==> config.mk <==
export PLATFORM = sky130hd
export DESIGN_NAME = imem_loader
export DESIGN_NICKNAME = d
export VERILOG_FILES = /design/src/rtl/core_pkg.sv /design/src/rtl/word_packer.sv /design/src/rtl/imem_loader.sv
export SDC_FILE = /design/constraint.sdc
export NUM_CORES = 1
export LEC_CHECK = 0
export ABC_AREA = 1
export BUFFER_PORTS_ARGS = -buffer_cell sky130_fd_sc_hd__buf_2
export CAP_MARGIN = 25
export CORE_UTILIZATION = 39
export CTS_BUF_LIST = sky130_fd_sc_hd__clkbuf_16
export DETAILED_ROUTE_END_ITERATION = 10
export PLACE_DENSITY_LB_ADDON = 0.12
export SLEW_MARGIN = 0
export SYNTH_ARGS = -nofsm -noshare
export SYNTH_HDL_FRONTEND = slang
export SYNTH_SLANG_ARGS = --single-unit
==> constraint.sdc <==
create_clock -name clk -period 2.81 [get_ports clk]
set_input_delay 0.1405 -clock clk [delete_from_list [all_inputs] [get_ports clk]]
set_output_delay 0.1405 -clock clk [all_outputs]
set_load 0.01 [all_outputs]
==> src/rtl/core_pkg.sv <==
// Shared defaults and the loader state type for the instruction-memory loader.
package core_pkg;

  localparam int unsigned INSTR_W_DEF = 16;
  localparam int unsigned ADDR_W_DEF  = 8;

  typedef enum logic [2:0] {
    StHdrLo,
    StHdrHi,
    StPayload,
    StCheck,
    StDone,
    StError
  } loader_state_e;

endpackage

==> src/rtl/word_packer.sv <==
// Collects bytes MSB-first into an INSTR_W word and flags the byte that completes it.
module word_packer
  import core_pkg::*;
#(
  parameter int unsigned INSTR_W = INSTR_W_DEF
) (
  input  logic               clk,
  input  logic               reset,
  input  logic               byte_en,
  input  logic [7:0]         byte_data,
  output logic [INSTR_W-1:0] word,
  output logic               word_done
);

  localparam int unsigned Bytes = INSTR_W / 8;
  localparam int unsigned CntW  = (Bytes > 1) ? $clog2(Bytes) : 1;

  logic [INSTR_W-1:0] shift_q;
  logic [CntW-1:0]    cnt_q;

  // Word including the byte on the input, valid in the cycle word_done is high.
  assign word      = (shift_q << 8) | INSTR_W'(byte_data);
  assign word_done = byte_en && (cnt_q == CntW'(Bytes - 1));

  always_ff @(posedge clk) begin
    if (reset) begin
      shift_q <= '0;
      cnt_q   <= '0;
    end else if (byte_en) begin
      shift_q <= word;
      cnt_q   <= word_done ? '0 : cnt_q + CntW'(1);
    end
  end

endmodule

==> src/rtl/imem_loader.sv <==
// Loads a counted, XOR-checksummed byte frame into instruction memory and releases the core.
module imem_loader
  import core_pkg::*;
#(
  parameter int unsigned INSTR_W = INSTR_W_DEF,
  parameter int unsigned ADDR_W  = ADDR_W_DEF
) (
  input  logic               clk,
  input  logic               reset,
  input  logic               rx_valid,
  input  logic [7:0]         rx_data,
  output logic               rx_ready,
  output logic               imem_we,
  output logic [ADDR_W-1:0]  imem_addr,
  output logic [INSTR_W-1:0] imem_wdata,
  output logic               core_resetn,
  output logic               done,
  output logic               error
);

  loader_state_e state_q, state_d;

  logic [7:0]         n_lo_q;
  logic [ADDR_W-1:0]  last_q;
  logic [ADDR_W-1:0]  word_q;
  logic [7:0]         csum_q;
  logic               we_q;
  logic [ADDR_W-1:0]  addr_q;
  logic [INSTR_W-1:0] wdata_q;

  logic               accept;
  logic               pay_en;
  logic [15:0]        n_word;
  logic               n_ok;
  logic [INSTR_W-1:0] word;
  logic               word_done;

  assign accept = rx_valid && rx_ready;
  assign pay_en = accept && (state_q == StPayload);
  assign n_word = {rx_data, n_lo_q};
  assign n_ok   = (n_word != 16'd0) && (17'(n_word) <= (17'd1 << ADDR_W));

  word_packer #(
    .INSTR_W (INSTR_W)
  ) u_word_packer (
    .clk       (clk),
    .reset     (reset),
    .byte_en   (pay_en),
    .byte_data (rx_data),
    .word      (word),
    .word_done (word_done)
  );

  always_ff @(posedge clk) begin
    if (reset) begin
      state_q <= StHdrLo;
    end else begin
      state_q <= state_d;
    end
  end

  always_comb begin
    state_d = state_q;
    unique case (state_q)
      StHdrLo:   if (accept) state_d = StHdrHi;
      StHdrHi:   if (accept) state_d = n_ok ? StPayload : StError;
      StPayload: if (word_done && (word_q == last_q)) state_d = StCheck;
      StCheck:   if (accept) state_d = (rx_data == csum_q) ? StDone : StError;
      StDone:    state_d = StDone;
      StError:   state_d = StError;
      default:   state_d = StError;
    endcase
  end

  always_comb begin
    rx_ready    = 1'b0;
    done        = 1'b0;
    error       = 1'b0;
    core_resetn = 1'b0;
    unique case (state_q)
      StHdrLo, StHdrHi, StPayload, StCheck: rx_ready = !reset;
      StDone: begin
        done        = 1'b1;
        core_resetn = 1'b1;
      end
      StError: error = 1'b1;
      default: ;
    endcase
  end

  always_ff @(posedge clk) begin
    if (reset) begin
      n_lo_q  <= '0;
      last_q  <= '0;
      word_q  <= '0;
      csum_q  <= '0;
      we_q    <= 1'b0;
      addr_q  <= '0;
      wdata_q <= '0;
    end else begin
      we_q <= word_done;
      if (accept && (state_q == StHdrLo)) n_lo_q <= rx_data;
      if (accept && (state_q == StHdrHi)) last_q <= ADDR_W'(n_word - 16'd1);
      if (pay_en) csum_q <= csum_q ^ rx_data;
      if (word_done) begin
        addr_q  <= word_q;
        wdata_q <= word;
        word_q  <= word_q + ADDR_W'(1);
      end
    end
  end

  assign imem_we    = we_q;
  assign imem_addr  = addr_q;
  assign imem_wdata = wdata_q;

endmodule

# After elaboration in Yosys (flattened, before gate mapping)
# Index checks and enable logic that the tools add are counted.
# op_classes
n_addsub	3
order_cmp	1
eq_ne	11
mux	11
n_bitwise	2
n_reduce_logical	12
# op_table
cell	count
8-bit equality test	2
16-bit by 9-bit <= comparator with 1-bit output, second input constant	1
16-bit by 8-bit OR with 16-bit output	1
16-bit nonzero test	1
3-bit two-way mux	5
3-bit case mux with 5 select lines	1
8-bit by 1-bit adder with 8-bit output, second input constant	1
8-bit by 1-bit subtractor with 8-bit output, second input constant	1
8-bit XOR	1
1-bit logical AND	7
3-bit by 2-bit equality test with 1-bit output, second input constant	2
3-bit equality test, second input constant	2
2-bit inequality test, second input constant	3
1-bit two-way mux	5
4-bit AND reduction	1
4-bit OR reduction	1
3-bit by 1-bit equality test with 1-bit output, second input constant	1
3-bit logical NOT	1
2-bit by 1-bit inequality test with 1-bit output, second input constant	1
1-bit adder, second input constant	1
1-bit logical NOT	1
# totals
register_bits	69
input_bits	11
output_inout_bits	29
word_cells	50

# Logic depth before layout (Yosys ltp)
# depth
ltp_word	9
depth_mapped	11
depth_no_buf	11

# Cells and area by module
# From an unflattened synthesis, not the netlist that was laid out.
# unflattened
cells_unflattened	445
hier_area_um2	3128.0
# by_module_without_submodules
mod	instances	cells_per_inst	area_per_inst_um2	seq_area_each_um2
imem_loader	1	380	2686.3	1201.2
word_packer	1	65	441.7	180.2

# Least setup slack after synthesis
# OpenSTA, ideal clock, no wires.
# synth_timing
path_kind	reg2reg
from	register state_q[2]
to	register state_q[0]
setup_time_ps	113
arrival_ps	1305
required_ps	2697
slack_ps	1392
stages_incl_launch_ff	11
path_buffers	0
synth_period_minus_slack_ps	1418
cell_sequence	dfxtp_1 nor2_2 nand2_2 nor2_4 nand2_4 clkinv_4 nand3_1 nand2_1 nand2_2 nor2_1 nor2_1
# synth_via
elab_chain_len	9
elab_cells_between_ends	17
cone_classes	eq/ne: 8; mux: 2; reduce/logical: 7
# synth_lines
element	line	rtl
start: declaration	imem_loader.sv:21	loader_state_e state_q, state_d;
start signal: assignment	imem_loader.sv:56	state_q <= StHdrLo;
start signal: assignment	imem_loader.sv:58	state_q <= state_d;
3-bit by 2-bit equality test with 1-bit output (tied with other cells)	imem_loader.sv:80	unique case (state_q)
4-bit OR reduction (*)	imem_loader.sv:80	
1-bit two-way mux (*)	imem_loader.sv:80	
net rx_ready	imem_loader.sv:12	output logic rx_ready,
1-bit logical AND (*)	imem_loader.sv:38	assign accept = rx_valid && rx_ready;
1-bit logical AND	imem_loader.sv:39	assign pay_en = accept && (state_q == StPayload);
1-bit logical AND	word_packer.sv:23	assign word_done = byte_en && (cnt_q == CntW'(Bytes - 1));
1-bit logical AND	imem_loader.sv:67	StPayload: if (word_done && (word_q == last_q)) state_d = StCheck;
2-bit by 1-bit inequality test with 1-bit output (no source line)	--	
4-bit AND reduction (no source line) (*)	--	
# The timed path passes the listed nets; every way through them passes the cells marked *.
# A chain may end at the register's enable or synchronous reset.

# Final worst setup path
# layout_timing
from	register state_q[2]
to	register state_q[0]
# layout_via
elab_chain_len	9
elab_cells_between_ends	17
cone_classes	eq/ne: 8; mux: 2; reduce/logical: 7
# layout_lines
element	line
3-bit by 2-bit equality test with 1-bit output (tied with other cells)	imem_loader.sv:39, imem_loader.sv:64, imem_loader.sv:80
4-bit OR reduction	imem_loader.sv:80
1-bit two-way mux	imem_loader.sv:80
1-bit logical AND	imem_loader.sv:38
1-bit logical AND	imem_loader.sv:39
1-bit logical AND	word_packer.sv:23
1-bit logical AND	imem_loader.sv:67
2-bit by 1-bit inequality test with 1-bit output (no source line)	--
4-bit AND reduction (no source line)	--
# Parallel ways exist; a longest one is shown, timed or not.

==> results_dict.tcl <==
set metrics [dict create \
    grt_max_degree 56 \
    comb_power_share_pct 18.4 \
    yosys-top-cells-area "dfxtp_1 47%, nand2_1 9.3%, o21ai_0 6.5%" \
    die_h_um 88.83 \
    hp-class "input pin to flip-flop" \
    ios 40 \
    fmax_mhz 522.6 \
    synth-edff-count 0 \
    setup_viol 0 \
    io_buffers 39 \
    dp_hpwl_um 4603 \
    p_int_mw 1.895 \
    worst-path-buf-inv 1 \
    multiInputGateArea_sq_um 1326 \
    yosys_warnings 0 \
    gp_congestion 0.8334 \
    drc 0 \
    cpLargestDelayFamily "simple AND/OR/NAND/NOR gates" \
    clkTransAtPathRegs_ns 0.05 \
    diodes 0 \
    power_frac_seq_pct 42.2 \
    drt_wl_total_um 6544 \
    die_w_um 88.83 \
    num_vias 2531 \
    cts.path.max_buffers 2 \
    worstPathCellList "nor2_2 > nand2_2 > nor2_4 > nand2_4 > clkinv_4 > nand3_1 > nand2_1 > nand2_2 > nand2_1 > nand2_1 > nor2_1" \
    power_density_nw_per_um2 765.6 \
    initial_core_util_pct 40.54 \
    h-tree-depth 3 \
    hold_buffers 0 \
    post_cts_buffers 0 \
    finalSetupTns_ns 0 \
    p_clk_share_pct 39.4 \
    dpl-instance-area_sq_um 3201 \
    ys_ff_latch 69 \
    antenna_left 0 \
    finalCriticalPeriod_ns 1.914 \
    cts-root-buf "clkbuf_16" \
    critical_path_class "flip-flop to flip-flop" \
    antenna_found_initial 0 \
    cts_tree "yes" \
    core_sq_um 7253 \
    grt_pass1_vias 2221 \
    first_iter_violations 93 \
    ctsResizeCount 0 \
    max_slew.worst_pin.slew_ns 0.7427 \
    drv_cap 0 \
    die_area_sq_um 7891 \
    layout_worst_path_cycle_share_pct 68.10 \
    cp_data_required_time_ns 3.03 \
    irDropWorstVdd_mv 0.3631 \
    slew_headroom_pct 50.30 \
    grt_pass1_wl_um 10650 \
    fin_worst_hold_slack_ns 0.1258 \
    seq_area_sq_um 1381 \
    power.switching_uw 761.7 \
    nNetsFinal 439 \
    synth_nets 404 \
    cp-start-kind "flip-flop" \
    cts_num_sinks 69 \
    critPathArrivalTime_ns 2.14 \
    synth-main-ff-cell "dfxtp_1" \
    postSynthAreaPerCell_sq_um 7.539 \
    sw_frac_of_total_pct 28.67 \
    avgViaCountPerCell 4.803 \
    clkLatencyLatePin_ns 0.33 \
    finalHoldViolations 0 \
    preCtsSetupSlack_ns 0.8884 \
    routedWlPerCell_um 12.42 \
    rsz0062_at_grt "no" \
    drive_above_1_share_pct 14.72 \
    synth_commonest_cells "73 x nand2_1, 69 x dfxtp_1, 38 x o21ai_0, 37 x inv_1, 36 x nand3_1" \
    slew_violations 0 \
    async_reset_ff_share_pct 0 \
    synth_area_sq_um 2940 \
    num_rows 31 \
    gr-total-overflow 0 \
    area_growth_pct 18.04 \
    crit_path_end_kind "flip-flop" \
    cts_buffers 9 \
    timing.final.ws_setup_ns 0.8964 \
    yosysTopAreaCell "dfxtp_1" \
    synth.distinct_cells 33 \
    path_max_fanout 44 \
    leakage_nw 1.539 \
    yosysSeqAreaShare_pct 46.98 \
    track_usage_pct 18.30 \
    skew_ns 0.004822 \
    dr.pass1.iters 5 \
    outcome "completed" \
    syn_inst 390 \
    synth.most_common_cell "nand2_1" \
    design_area_sq_um 3471 \
    fill_cells 750 \
    slowest_delay_ns 0.45 \
    synth.top_cell.area_share_pct 46.98 \
    crit_slowest_cell "dfxtp_1" \
    crit_path_frequent_cell "nand2_1" \
]
-- state kept, by name (all words and copies together) (netlist names) --
| signal | count |
|---|---|
| imem_wdata | 16 |
| word_q | 8 |
| csum_q | 8 |
| imem_addr | 8 |
| last_q | 8 |
| u_word_packer.cnt_q | 1 |
| n_lo_q | 8 |
| imem_we | 1 |
| u_word_packer.shift_q | 8 |
| state_q | 3 |
-- layer usage --
layer	vias to the layer above	track usage [%]	wire (um)
li1	1352	-	-
met1	1112	25.31	3403
met2	65	26.64	2862
met3	2	5.877	269
met4	0	6.452	8
met5	-	0	0
-- cell families after synthesis --
logic type,synth area share [%]
AOI/OAI and AO/OA,15.32
xor gates and xnor gates,4.468
DFF,46.98
adders and majority gates,1.277
and+or+nand+nor,24.04
buffers and inverters,7.915
-- worst paths after layout --
kind,from,to,slack (ns),depth (start not counted)
worst min register to register,u_word_packer.shift_q[3],imem_wdata[11],0.45,2
worst max-delay path,state_q[2],state_q[0],0.90,11
worst min-delay path,rx_data[3],imem_wdata[3],0.13,3
worst max register to register,state_q[2],state_q[0],0.90,11
-- power groups by stage --
| stage | registers, mW | logic, mW | clock network (mW) |
|---|---|---|---|
| after CTS | 1.12 | 0.491 | 1.08 |
| after global routing | 1.13 | 0.564 | 1.11 |
| after floorplan | 1.13 | 0.384 | 0 |
| after global placement | 1.14 | 0.490 | 0 |
| after detailed placement | 1.14 | 0.488 | 0 |
| final | 1.12 | 0.489 | 1.05 |
-- layout make-up --
type | instances | area share [%]
Sequential cell | 69 | 39.80
Multi-Input combinational cell | 263 | 38.21
Clock buffer | 9 | 6.489
Timing Repair Buffer | 41 | 6.056
Inverter | 41 | 4.578
Tap cell | 99 | 3.569
Clock inverter | 5 | 1.298
-- tightest hold or removal path, cell delays in order --
cell and delay [ns]:
buf_2 0.15, nand2_1 0.07, nand2_1 0.06
-- layout by cell type (no fill, tap or decap), drive strengths merged --
cell type	instances
bufinv	1
a311oi	1
nor3b	2
inv	40
buf	41
a211oi	1
nand3	36
nand4	2
nor2	36
xnor2	12
o22ai	1
o21ai	47
ha	3
xor2	3
a21oi	31
dfxtp	69
nor4	1
clkbuf	9
clkinv	5
nand2	76
o211ai	3
nor3	6
a31oi	1
a221oi	1
-- through the flow --
stage / total power, mW / std cells / utilization, %
2_1_floorplan: 1.511 / 390 / -
3_3_place_gp: 1.628 / 513 / 44.13
4_1_cts: 2.687 / 527 / 47.85
5_1_grt: 2.810 / 527 / 47.85
6_report: 2.657 / 527 / 47.85
3_5_place_dp: 1.629 / 513 / 44.13
No activity file was read; power rests on OpenSTA's default activity.
